$ cat config.mk
export PLATFORM = sky130hd
export DESIGN_NAME = viterbi_decoder
export DESIGN_NICKNAME = d
export VERILOG_FILES = /design/src/rtl/viterbi_decoder.sv
export SDC_FILE = /design/constraint.sdc
export NUM_CORES = 1
export LEC_CHECK = 0
export CAP_MARGIN = 20
export CELL_PAD_IN_SITES_DETAIL_PLACEMENT = 1
export CELL_PAD_IN_SITES_GLOBAL_PLACEMENT = 1
export CORE_AREA = 2 2 125 127
export DETAILED_ROUTE_END_ITERATION = 7
export DIE_AREA = 0 0 127 129
export PLACE_DENSITY_LB_ADDON = 0.1
export SLEW_MARGIN = 15
export SYNTH_ARGS = -nofsm -noshare
export SYNTH_HDL_FRONTEND = slang
export SYNTH_SLANG_ARGS = --single-unit
export TNS_END_PERCENT = 50
$ cat constraint.sdc
create_clock -name clock -period 11.7 [get_ports clock]
set_clock_uncertainty 0.1 [all_clocks]
set_input_delay 1.17 -clock clock [delete_from_list [all_inputs] [get_ports clock]]
set_output_delay 1.17 -clock clock [all_outputs]
set_load 0.01 [all_outputs]
$ cat src/rtl/viterbi_decoder.sv
// rtl/viterbi_decoder.sv - hard-decision Viterbi decoder for the rate-1/2 K=3 code
//
// Decodes the code p0 = u^a, p1 = u^a^b. The trellis state is {a,b}, with
// index 2*a+b. Survivor paths are kept by register exchange. Each decision is
// taken TB_DEPTH-1 symbols after its data bit, from the survivor of the best
// state. A flush request drains the bits still held in the survivor and then
// reinitialises the decoder.
//
// Ports:
//   clock      single rising-edge clock
//   reset      synchronous, active-high reset
//   in_valid   symbol pair present on in_p0/in_p1
//   in_p0      received parity bit p0 (hard decision)
//   in_p1      received parity bit p1 (hard decision)
//   in_ready   symbol accepted this cycle when in_valid is high (RUN state)
//   flush      single-cycle end-of-frame request
//   out_valid  out_bit holds a decoded bit this cycle
//   out_bit    decoded data bit, oldest first
//   busy       high while flushing
module viterbi_decoder #(
  parameter int TB_DEPTH = 16,
  parameter int PM_WIDTH = 4
) (
  input  logic clock,
  input  logic reset,
  input  logic in_valid,
  input  logic in_p0,
  input  logic in_p1,
  output logic in_ready,
  input  logic flush,
  output logic out_valid,
  output logic out_bit,
  output logic busy
);

  localparam int CW = $clog2(TB_DEPTH + 1);
  localparam int IW = $clog2(TB_DEPTH);
  // Two spare bits: a saturated metric plus a branch metric of 2 must not wrap.
  localparam int MW = PM_WIDTH + 2;
  localparam logic [PM_WIDTH-1:0] PM_MAX = {PM_WIDTH{1'b1}};

  typedef enum logic {RUN = 1'b0, FLUSH = 1'b1} state_t;

  state_t state, state_nxt;

  logic [PM_WIDTH-1:0] pm       [4];
  logic [PM_WIDTH-1:0] pm_nxt   [4];
  logic [TB_DEPTH-1:0] surv     [4];
  logic [TB_DEPTH-1:0] surv_nxt [4];
  logic [MW-1:0]       raw      [4];
  logic [1:0]          best, best_nxt;
  logic [CW-1:0]       cnt, cnt_inc, cnt_after, pend, pend_init;
  logic [IW-1:0]       fidx;
  logic [MW-1:0]       m0, m1, mn, diff;
  logic                u, a;
  logic                accept, reinit;

  // Hamming distance between the received pair and the pair that the branch
  // from predecessor {a,b} under input u would have produced.
  function automatic logic [1:0] branch_metric(input logic r0, input logic r1,
                                               input logic bu, input logic ba,
                                               input logic bb);
    return {1'b0, r0 ^ bu ^ ba} + {1'b0, r1 ^ bu ^ ba ^ bb};
  endfunction

  assign in_ready = (state == RUN);
  assign busy     = (state == FLUSH);
  assign accept   = in_valid && (state == RUN);
  // The last flush cycle, or the only one when nothing is pending.
  assign reinit   = (state == FLUSH) && (pend <= CW'(1));

  // Add-compare-select. State {u,a} is reached from {a,0} and {a,1}. A tie
  // keeps {a,0}, so the comparison is strict.
  always_comb begin
    u        = 1'b0;
    a        = 1'b0;
    m0       = '0;
    m1       = '0;
    mn       = '0;
    diff     = '0;
    best_nxt = 2'd0;
    for (int s = 0; s < 4; s++) begin
      raw[s]      = '0;
      pm_nxt[s]   = '0;
      surv_nxt[s] = '0;
    end
    for (int s = 0; s < 4; s++) begin
      u  = 1'(s >> 1);
      a  = 1'(s);
      m0 = MW'(pm[{a, 1'b0}]) + MW'(branch_metric(in_p0, in_p1, u, a, 1'b0));
      m1 = MW'(pm[{a, 1'b1}]) + MW'(branch_metric(in_p0, in_p1, u, a, 1'b1));
      if (m1 < m0) begin
        raw[s]      = m1;
        surv_nxt[s] = {surv[{a, 1'b1}][TB_DEPTH-2:0], u};
      end else begin
        raw[s]      = m0;
        surv_nxt[s] = {surv[{a, 1'b0}][TB_DEPTH-2:0], u};
      end
    end
    // The strict compare makes the lowest index win a tie for best state.
    mn = raw[0];
    for (int s = 1; s < 4; s++) begin
      if (raw[s] < mn) begin
        mn       = raw[s];
        best_nxt = 2'(s);
      end
    end
    for (int s = 0; s < 4; s++) begin
      diff      = raw[s] - mn;
      pm_nxt[s] = (diff > MW'(PM_MAX)) ? PM_MAX : diff[PM_WIDTH-1:0];
    end
  end

  always_comb begin
    cnt_inc   = (cnt == CW'(TB_DEPTH)) ? cnt : cnt + 1'b1;
    cnt_after = accept ? cnt_inc : cnt;
    pend_init = (cnt_after > CW'(TB_DEPTH - 1)) ? CW'(TB_DEPTH - 1) : cnt_after;
    fidx      = IW'(pend - 1'b1);
  end

  always_comb begin
    state_nxt = state;
    case (state)
      RUN:     if (flush) state_nxt = FLUSH;
      FLUSH:   if (pend <= CW'(1)) state_nxt = RUN;
      default: state_nxt = RUN;
    endcase
  end

  always_ff @(posedge clock) begin
    if (reset) state <= RUN;
    else       state <= state_nxt;
  end

  // Trellis state. It is frozen during FLUSH because nothing is accepted
  // there, so best and surv still hold the entry snapshot.
  always_ff @(posedge clock) begin
    if (reset || reinit) begin
      for (int s = 0; s < 4; s++) begin
        pm[s]   <= (s == 0) ? '0 : PM_MAX;
        surv[s] <= '0;
      end
      cnt  <= '0;
      best <= 2'd0;
    end else if (accept) begin
      pm   <= pm_nxt;
      surv <= surv_nxt;
      cnt  <= cnt_inc;
      best <= best_nxt;
    end
  end

  always_ff @(posedge clock) begin
    if (reset) begin
      out_valid <= 1'b0;
      out_bit   <= 1'b0;
      pend      <= '0;
    end else begin
      out_valid <= 1'b0;
      if (accept && (cnt >= CW'(TB_DEPTH - 1))) begin
        out_valid <= 1'b1;
        out_bit   <= surv_nxt[best_nxt][TB_DEPTH-1];
      end
      if ((state == RUN) && flush) pend <= pend_init;
      if ((state == FLUSH) && (pend != '0)) begin
        out_valid <= 1'b1;
        out_bit   <= surv[best][fidx];
        pend      <= pend - 1'b1;
      end
    end
  end

endmodule

=== Word-level counts from Yosys, hierarchy flattened ===
Index checks and enable logic that the tools add are counted.

* Flip-flop bits (word level): 95
* Output and inout port bits: 4
* Word-level logic and storage cells: 102

* $add $sub $neg: 18
* Order comparisons: 17
* Eq/ne operators: 1
* Muxes and demuxes: 38
* Bitwise operators: 5
* Reductions and logical operators: 9

{| class="wikitable"
|+ Operators by type and width
! operator !! count
|-
| $mux 16 || 8
|-
| $bmux 16 s2 || 2
|-
| $mux 6 || 7
|-
| $add 4x2->5 || 8
|-
| $mux 5 || 5
|-
| $gt 6x4->1 const B || 4
|-
| $sub 6x6->6 || 4
|-
| $lt 5x5->1 || 4
|-
| $lt 6x6->1 || 3
|-
| $mux 4 || 4
|-
| $add 1x1->2 || 4
|-
| $mux 1 || 8
|-
| $ge 3x3->1 const B || 2
|-
| $not 2->3 || 2
|-
| $add 5x1->5 const B || 1
|-
| $eq 5x5->1 const B || 1
|-
| $ge 5x4->1 const B || 1
|-
| $gt 5x4->1 const B || 1
|-
| $le 5x1->1 const B || 1
|-
| $logic_and 1x1->1 || 5
|-
| $lt 4x5->1 const B || 1
|-
| $reduce_bool 5->1 || 1
|-
| $sub 5x1->5 const B || 1
|-
| $bmux 1 s4 || 1
|-
| 5 further kinds || 9
|}

=== Logic depth before layout (Yosys ltp) ===
Gate-level depths: netlist of the first run.

* Depth in word-level cells: 17
* Mapped depth: 51
* Mapped depth without buffers: 49

=== Worst setup path before layout of the first run ===
OpenSTA, ideal clock, no wires.

* Path kind: input -> register
* Start point: input in_p0
* End point: register pm[1] (netlist name)
* Arrival time: 9271 ps
* Data required time: 11470 ps
* Setup slack: 2199 ps
* Stages: 47
* Path buffers: 2
* Path through: inv_1 -> ha_1 -> ha_1 -> ha_1 -> inv_1 -> ha_1 -> a21oi_1 -> maj3_2 -> o311ai_4 -> a31oi_1 -> buf_6 -> buf_2 -> a21o_1 -> ha_1 -> and3b_1 -> o21ai_0 -> nand2b_1 -> inv_1 -> (+11 left out) -> nor2_1 -> ha_1 -> a21o_1 -> a21oi_1 -> nor2_1 -> a2111oi_0 -> nand4_1 -> nand2_1 -> o31ai_1 -> fa_1 -> and2_1 -> o21ai_0 -> and3b_1 -> o21ai_0 -> a21oi_1 -> inv_1 -> o22ai_1 -> nand2_1

* Longest elaborated chain between the ends: 14
* Elaborated cells between the ends (all ways): 30
* Those cells by class: add/sub: 13; order compare: 8; mux: 8; bitwise: 1

{| class="wikitable"
|+ Ends and longest elaborated chain
! element !! line !! RTL
|-
| start: declaration || 27 || <nowiki>input logic in_p0,</nowiki>
|-
| $not 1->1 (no source line) || - ||
|-
| $add 1x1->2 || 63 || <nowiki>return {1'b0, r0 ^ bu ^ ba} + {1'b0, r1 ^ bu ^ ba ^ bb};</nowiki>
|-
| $add 4x2->5, on equally long branches || 91, 90 ||
|-
| $lt 5x5->1 || 92 || <nowiki>if (m1 < m0) begin</nowiki>
|-
| $mux 6 || 92 ||
|-
| $lt 6x6->1 || 103 || <nowiki>if (raw[s] < mn) begin</nowiki>
|-
| $mux 6 || 103 ||
|-
| $lt 6x6->1 || 103 ||
|-
| $mux 6 || 103 ||
|-
| $lt 6x6->1 || 103 ||
|-
| $mux 6 || 103 ||
|-
| $sub 6x6->6 (*) || 109 || <nowiki>diff = raw[s] - mn;</nowiki>
|-
| $gt 6x4->1 || 110 || <nowiki>pm_nxt[s] = (diff > MW'(PM_MAX)) ? PM_MAX : diff[PM_WIDTH-1:0];</nowiki>
|-
| $mux 4 (*) || 110 ||
|-
| end signal: indexed assignment || 140 || <nowiki>pm[s] <= (s == 0) ? '0 : PM_MAX;</nowiki>
|-
| end signal: assignment || 146 || <nowiki>pm <= pm_nxt;</nowiki>
|-
| end: declaration || 46 || <nowiki>logic [PM_WIDTH-1:0] pm [4];</nowiki>
|}

Every way passes the cells marked *; elsewhere a longest branch is shown, timed or not.
A chain may end at the register's enable or synchronous reset.

=== Worst setup path after layout of the first run ===
* Start point: input in_p0
* End point: register pm[15] (netlist name)

Same word-level chain as after synthesis.

==> metrics.csv, run 1 <==
metric,value,unit
critical_path.slowest_cell,sky130_fd_sc_hd__clkdlybuf4s50_1,
final_layout_size_suffix_gt1_share,9.89,%
die-area,0.0164,sq mm
synth_xor_xnor_area_share,3.62,%
num_rows,45,
finish.net_count,927,
antenna_cells_inserted,0,
whs_path_depth,2,
tcrit_tclk_final,93.5,%
clk_root_buffer_cell,sky130_fd_sc_hd__clkbuf_16,
top_library_cells_by_usage_in_the_layout_fill_and_taps_aside,"sky130_fd_sc_hd__nor2_1, sky130_fd_sc_hd__dfxtp_1, sky130_fd_sc_hd__ha_1",
synth_warnings,0,
post_synth_inst_count,859,
most_used_flip_flop_cell_after_synthesis,sky130_fd_sc_hd__dfxtp_1,
max_slew.worst_pin.slew,1080,ps
synth.mux.area_fraction,16.0,%
port_buffers,9,
routed_via_density,6.09,
drc,0,
final_common_cell,sky130_fd_sc_hd__nor2_1,
synth-edff-count,0,
timing.reg2reg.worst_path_depth,43,
post-synth-top-area-cell,sky130_fd_sc_hd__dfxtp_1,
finalSetupViolCount,0,
clock_latency,350,ps
clk_transition_reported_paths,70,ps
grt_max_degree,115,
via_count_of_the_first_global_routing_pass,6494,
yosys-top-cells-area,"sky130_fd_sc_hd__dfxtp_1, sky130_fd_sc_hd__ha_1, sky130_fd_sc_hd__mux2i_1",
criticalPathCategory,input pin to flip-flop,
dieHeight,129,microns
start_util,48.5,%
synth_fp_nets,942,
synth_simple_gate_area_share,14.3,%
achievable-frequency,0.0914,GHz
holdCritPathClass,flip-flop to flip-flop,
crit_required,11840,ps
cp_max_fo,6,
syn_to_final_growth,8.45,%
synth.distinct_cells,67,
track_usage,26.6,%
max_cap_violations,0,
synthArstFlopShare,0,%
startpoint_type,input pin,
combinational_family_with_the_most_area_after_synthesis,compound AO/OA/AOI/OAI gates,
gp_congestion,0.946,
number_of_synthesized_register_bits,90,
avgRoutedWirePerCell,20.4,microns
crit_path_start,in_p0,
synthesis.area,0.00727,sq mm
status,finished clean,
floorplan.die.width,127,microns
timing.critical_path.to_type,flip-flop,
worstPathArrival,11080,ps
worst_path_most_repeated_cell,sky130_fd_sc_hd__ha_1,
number_of_optimization_iterations_in_the_first_detailed_route_pass,4,
timing.slew.headroom,28.2,%
timing.critical_path.to,pm[15],
rrSetupSlack,2220,ps
synth.avg_cell_area,8.46,sq um
preCtsSetupSlack,-65.9,ps
grt_first_pass_wirelength,34600,microns
post-dp-hpwl,16000,microns
violation_count_after_the_first_detailed_route_iteration,307,
totalWireLength,21200,microns
drtAntennaViolNets,0,
cts.sink_count,90,
worst_hold_slack,393,ps
dr_total_vias,6319,
clock_tree_from_tritoncts,built,
post_synth_fa_ha_maj_area_fraction,13.8,%
io_pins,10,
worstHoldStart,surv[50],
finalWorstPathRequiredPeriod,10940,ps
grt.overflow.total,0,
synth-compound-area-share,21.6,%
placeableCoreArea,0.0150,sq mm
ctsHtreeMaxLevel,3,
post-synth-top-area-fraction,24.8,%
postLayoutSetupSlackWorst,761,ps
report.final.hold_viol_count,0,
grt_antenna_before_repair,0,
critical_path.max_stage_delay,570,ps
reg2reg_to,pm[15],
worst_r2r_startpoint,pm[13],
final_max_slew_viol_count,0,
clock_tree.buffer_depth,2,
fillCellCount,1756,
yosysSeqAreaShare,24.8,%
tritoncts.num_buffers,9,
-- layout make-up --
class                   count  area [sq um]  area share, %
clock buffers              10           229           2.90
clock inverters             6          75.1          0.952
inverters                  56           210           2.67
multi-input cells         663          5120           65.0
flip-flops and latches     90          1800           22.9
well taps                 188           235           2.98
repair buffers             24           206           2.62
-- Yosys cell counts (3+ instances only) --
master,count
sky130_fd_sc_hd__nor2b_1,6
sky130_fd_sc_hd__a21o_1,20
sky130_fd_sc_hd__xnor2_1,14
sky130_fd_sc_hd__o211ai_1,9
sky130_fd_sc_hd__and3b_1,4
sky130_fd_sc_hd__o21ai_1,3
sky130_fd_sc_hd__mux4_2,17
sky130_fd_sc_hd__o21ai_0,35
sky130_fd_sc_hd__a21oi_1,55
sky130_fd_sc_hd__dfxtp_1,90
sky130_fd_sc_hd__o31ai_1,3
sky130_fd_sc_hd__a211oi_1,59
sky130_fd_sc_hd__o31a_1,3
sky130_fd_sc_hd__mux2i_1,65
sky130_fd_sc_hd__xor2_1,16
sky130_fd_sc_hd__clkbuf_1,34
sky130_fd_sc_hd__mux2_2,7
sky130_fd_sc_hd__a311oi_1,3
sky130_fd_sc_hd__nand3b_1,5
sky130_fd_sc_hd__ha_1,73
sky130_fd_sc_hd__nor3_1,5
sky130_fd_sc_hd__nand2_1,57
sky130_fd_sc_hd__a21boi_0,3
sky130_fd_sc_hd__nor2_1,114
sky130_fd_sc_hd__buf_1,3
sky130_fd_sc_hd__nand4_1,4
sky130_fd_sc_hd__fa_1,4
sky130_fd_sc_hd__nand3_1,8
sky130_fd_sc_hd__a31oi_1,7
sky130_fd_sc_hd__o22ai_1,7
sky130_fd_sc_hd__a21boi_1,3
sky130_fd_sc_hd__inv_1,53
sky130_fd_sc_hd__and3_1,3
sky130_fd_sc_hd__buf_2,9
sky130_fd_sc_hd__and2_1,8
sky130_fd_sc_hd__inv_2,3
sky130_fd_sc_hd__nand2b_1,7
-- state kept, by name (all words and copies together) (netlist names) --
name / flops
out_bit: 1
busy: 1
pm: 16
out_valid: 1
best: 2
cnt: 5
surv: 59
pend: 5
-- critical path: cells and delay by family --
kind                       cells  cell delay, ps
buffers and inverters          5            1080
AOI/OAI and AO/OA             19            3680
and+or+nand+nor               11            1790
adders and majority gates      8            2370
muxes                          2             770
xor gates and xnor gates       1             200
-- stage by stage --
stage                     instance area (sq um)  TNS [ps]  cells  util [%]
after CTS                                  7800         0   1034      52.1
after floorplan                            7270         0    859         -
after global placement                     7500         0   1018      50.1
after detailed placement                   7500      -100   1018      50.1
after global routing                       7880      -124   1037      52.6
final                                      7880         0   1037      52.6
-- logic make-up after synthesis --
group,Yosys count
compound gates,232
xor+xnor,30
fa+ha+maj,78
buf+inv,106
flops,90
mux,92
simple gates,231
-- routing by layer --
layer | routed length (microns) | global-route usage [%] | share of wire [%] | up-vias
li1 | - | - | - | 3073
met1 | 10300 | 37.5 | 49 | 3121
met2 | 9780 | 43.4 | 46 | 103
met3 | 825 | 3.83 | 3.9 | 22
met4 | 268 | 6.21 | 1.3 | 0
met5 | 0 | 0 | 0 | -
-- repair_timing --
action / in CTS / in global routing
hold buffers: 0 / 0
resized for setup: 0 / 15
setup endpoints to repair: 0 / 16
buffers inserted: 0 / 3
hold endpoints to repair: 0 / 0
-- how the worst min path moves through the flow --
stage	end	slack (ps)
after global routing	surv[1]	430
final	surv[50]	390
after global placement	surv[34]	370
after CTS	surv[50]	400
after detailed placement	surv[2]	380
after floorplan	pend[4]	350
Power of run 1 is left out: the tool's default activity adds up to more than one toggle a clock period on the data nets, which glitch-free logic cannot reach.
==> run 2: changes to the inputs <==
==> constraint.sdc (replaced) <==
create_clock -name clock -period 11.7 [get_ports clock]
set_clock_uncertainty 0.1 [all_clocks]
set_input_delay 1.755 -clock clock [delete_from_list [all_inputs] [get_ports clock]]
set_output_delay 1.755 -clock clock [all_outputs]
set_load 0.01 [all_outputs]
==> metrics.csv, run 2 (synthesized netlist as in run 1, its figures left out) <==
metric,value,unit,change
path_depth,47,,+2.2%
holdCritPathClass,flip-flop to flip-flop,,
dr_total_vias,6344,,+0.40%
drc,0,,unchanged
clock_latency,360,ps,about the same
max_slew.worst_pin.slew,920,ps,-157 ps
cts.sink_count,90,,unchanged
achievable-frequency,0.0897,GHz,-1.8%
gp_congestion,0.921,,-2.7%
flip_flop_count_of_the_largest_register_after_layout,59,,unchanged
timing.critical_path.to_type,flip-flop,,
floorplan.die.width,127,microns,unchanged
layout.area.seq,0.00180,sq mm,about the same
worstPathArrival,11290,ps,+210 ps
final_design_area_no_fill,0.00808,sq mm,+2.4%
violation_count_after_the_first_detailed_route_iteration,264,,-14%
worst_path_dominant_cell_family,compound AO/OA/AOI/OAI gates,,
crit_required,11850,ps,about the same
timing.slew.headroom,38.7,%,+10 points
crit_path_start,in_p1,,
antenna_cells_inserted,0,,unchanged
preCtsSetupSlack,-464,ps,-398 ps
groute.layer.met3.usage,3.58,%,-0.25 points
avgRoutedWirePerCell,20.6,microns,+0.82%
final_layout_size_suffix_gt1_share,13.0,%,+3.1 points
post-dp-hpwl,16300,microns,+1.6%
timing.critical_path.to,pm[4],,
status,finished clean,,
finalSetupViolCount,0,,unchanged
ctsHtreeMaxLevel,3,,unchanged
start_util,48.5,%,unchanged
critical_path.max_stage_delay,560,ps,about the same
timing.reg2reg.worst_path_depth,44,,+2.3%
clock_tree.buffer_depth,2,,unchanged
report.final.hold_viol_count,0,,unchanged
placeableCoreArea,0.0150,sq mm,unchanged
final_core_util,53.9,%,+1.3 points
grt.met1_usage,36.9,%,-0.63 points
port_buffers,9,,unchanged
drtAntennaViolNets,0,,unchanged
worst_r2r_startpoint,pm[13],,
reg2reg_to,pm[4],,
grt_first_pass_wirelength,35500,microns,+2.6%
cts_hold_buf,0,,unchanged
dieHeight,129,microns,unchanged
totalWireLength,21700,microns,+2.3%
routed_via_density,6.03,,-1.0%
finalWorstPathRequiredPeriod,11140,ps,+204 ps
critical_path.slowest_cell,sky130_fd_sc_hd__clkdlybuf4s50_1,,
fillCellCount,1754,,-0.11%
number_of_optimization_iterations_in_the_first_detailed_route_pass,4,,unchanged
clock_tree_from_tritoncts,built,,
grt.overflow.total,0,,unchanged
clk_transition_reported_paths,70,ps,about the same
grt_antenna_before_repair,0,,unchanged
cp.buffers_inverters,5,,unchanged
clk_root_buffer_cell,sky130_fd_sc_hd__clkbuf_16,,
multiInputGateArea,0.00521,sq mm,+1.7%
criticalPathCategory,input pin to flip-flop,,
largest-register,surv,,
finish.net_count,942,,+1.6%
io_pins,10,,unchanged
use_met2,46.7,%,+3.3 points
grt_max_degree,98,,-15%
startpoint_type,input pin,,
postLayoutSetupSlackWorst,557,ps,-204 ps
cp_max_fo,6,,unchanged
top_library_cells_by_usage_in_the_layout_fill_and_taps_aside,"sky130_fd_sc_hd__nor2_1, sky130_fd_sc_hd__dfxtp_1, sky130_fd_sc_hd__ha_1",,
final_common_cell,sky130_fd_sc_hd__nor2_1,,
rrSetupSlack,2520,ps,+300 ps
final_max_slew_viol_count,0,,unchanged
die-area,0.0164,sq mm,unchanged
tritoncts.num_buffers,9,,unchanged
global_route_layer_with_the_greatest_usage,met2,,
placement.cell_area,0.00759,sq mm,+1.2%
track_usage,27.4,%,+0.73 points
via_count_of_the_first_global_routing_pass,6704,,+3.2%
syn_to_final_growth,11.1,%,
max_cap_violations,0,,unchanged
num_rows,45,,unchanged
layout_top_registers,"surv: 59 flops, pm: 16 flops",,
tcrit_tclk_final,95.2,%,+1.7 points
-- run 2: changes by cell type in the layout (fill, tap and decap cells not counted), sizes merged --
cell	delta
dlymetal6s2s	+1
bufinv	-1
clkdlybuf4s50	-1
clkinv	+1
buf	+15
-- run 2: worst min-delay path by stage --
stage	start	to	slack (ps)	cells after the start
2_1_floorplan	pend[4]	pend[4]	350	2
3_3_place_gp	surv[34]	surv[34]	370	2
3_5_place_dp	surv[50]	surv[50]	390	2
4_1_cts	surv[50]	surv[50]	400	2
5_1_grt	surv[1]	surv[1]	410	2
6_report	surv[2]	surv[2]	400	2
-- run 2: routing by layer --
layer	wire length [microns]	up-vias
li1	-	3100
met1	10500	3141
met2	10200	80
met3	715	23
met4	319	0
met5	0	-
-- run 2: tightest hold or removal path, cell delays in order (launching register included) --
cell	delay (ps)
sky130_fd_sc_hd__dfxtp_1	340
sky130_fd_sc_hd__nand2_1	60
sky130_fd_sc_hd__a21oi_1	50
-- run 2: timing repair --
action                                  in CTS  in global routing
setup buffers                                0                  6
endpoints found under the setup margin      12                 16
resized for setup                            3                 32
pin swaps                                    0                  8
-- run 2: layout make-up --
type                            count  share of cell area [%]
Inverter                           56                    2.60
Clock inverter                      6                   0.728
Multi-Input combinational cell    663                    64.5
Clock buffer                       10                    2.96
Timing Repair Buffer               39                    3.94
Sequential cell                    90                    22.3
Tap cell                          188                    2.91
-- run 2: through the flow --
stage	hold WS [ps]	TNS, ps	instances
after floorplan	346	0	859
after global placement	372	-25.1	1030
after detailed placement	387	-5610	1030
after CTS	399	0	1046
after global routing	415	-211	1052
final	396	0	1052
Power of run 2 is left out for the same reason.
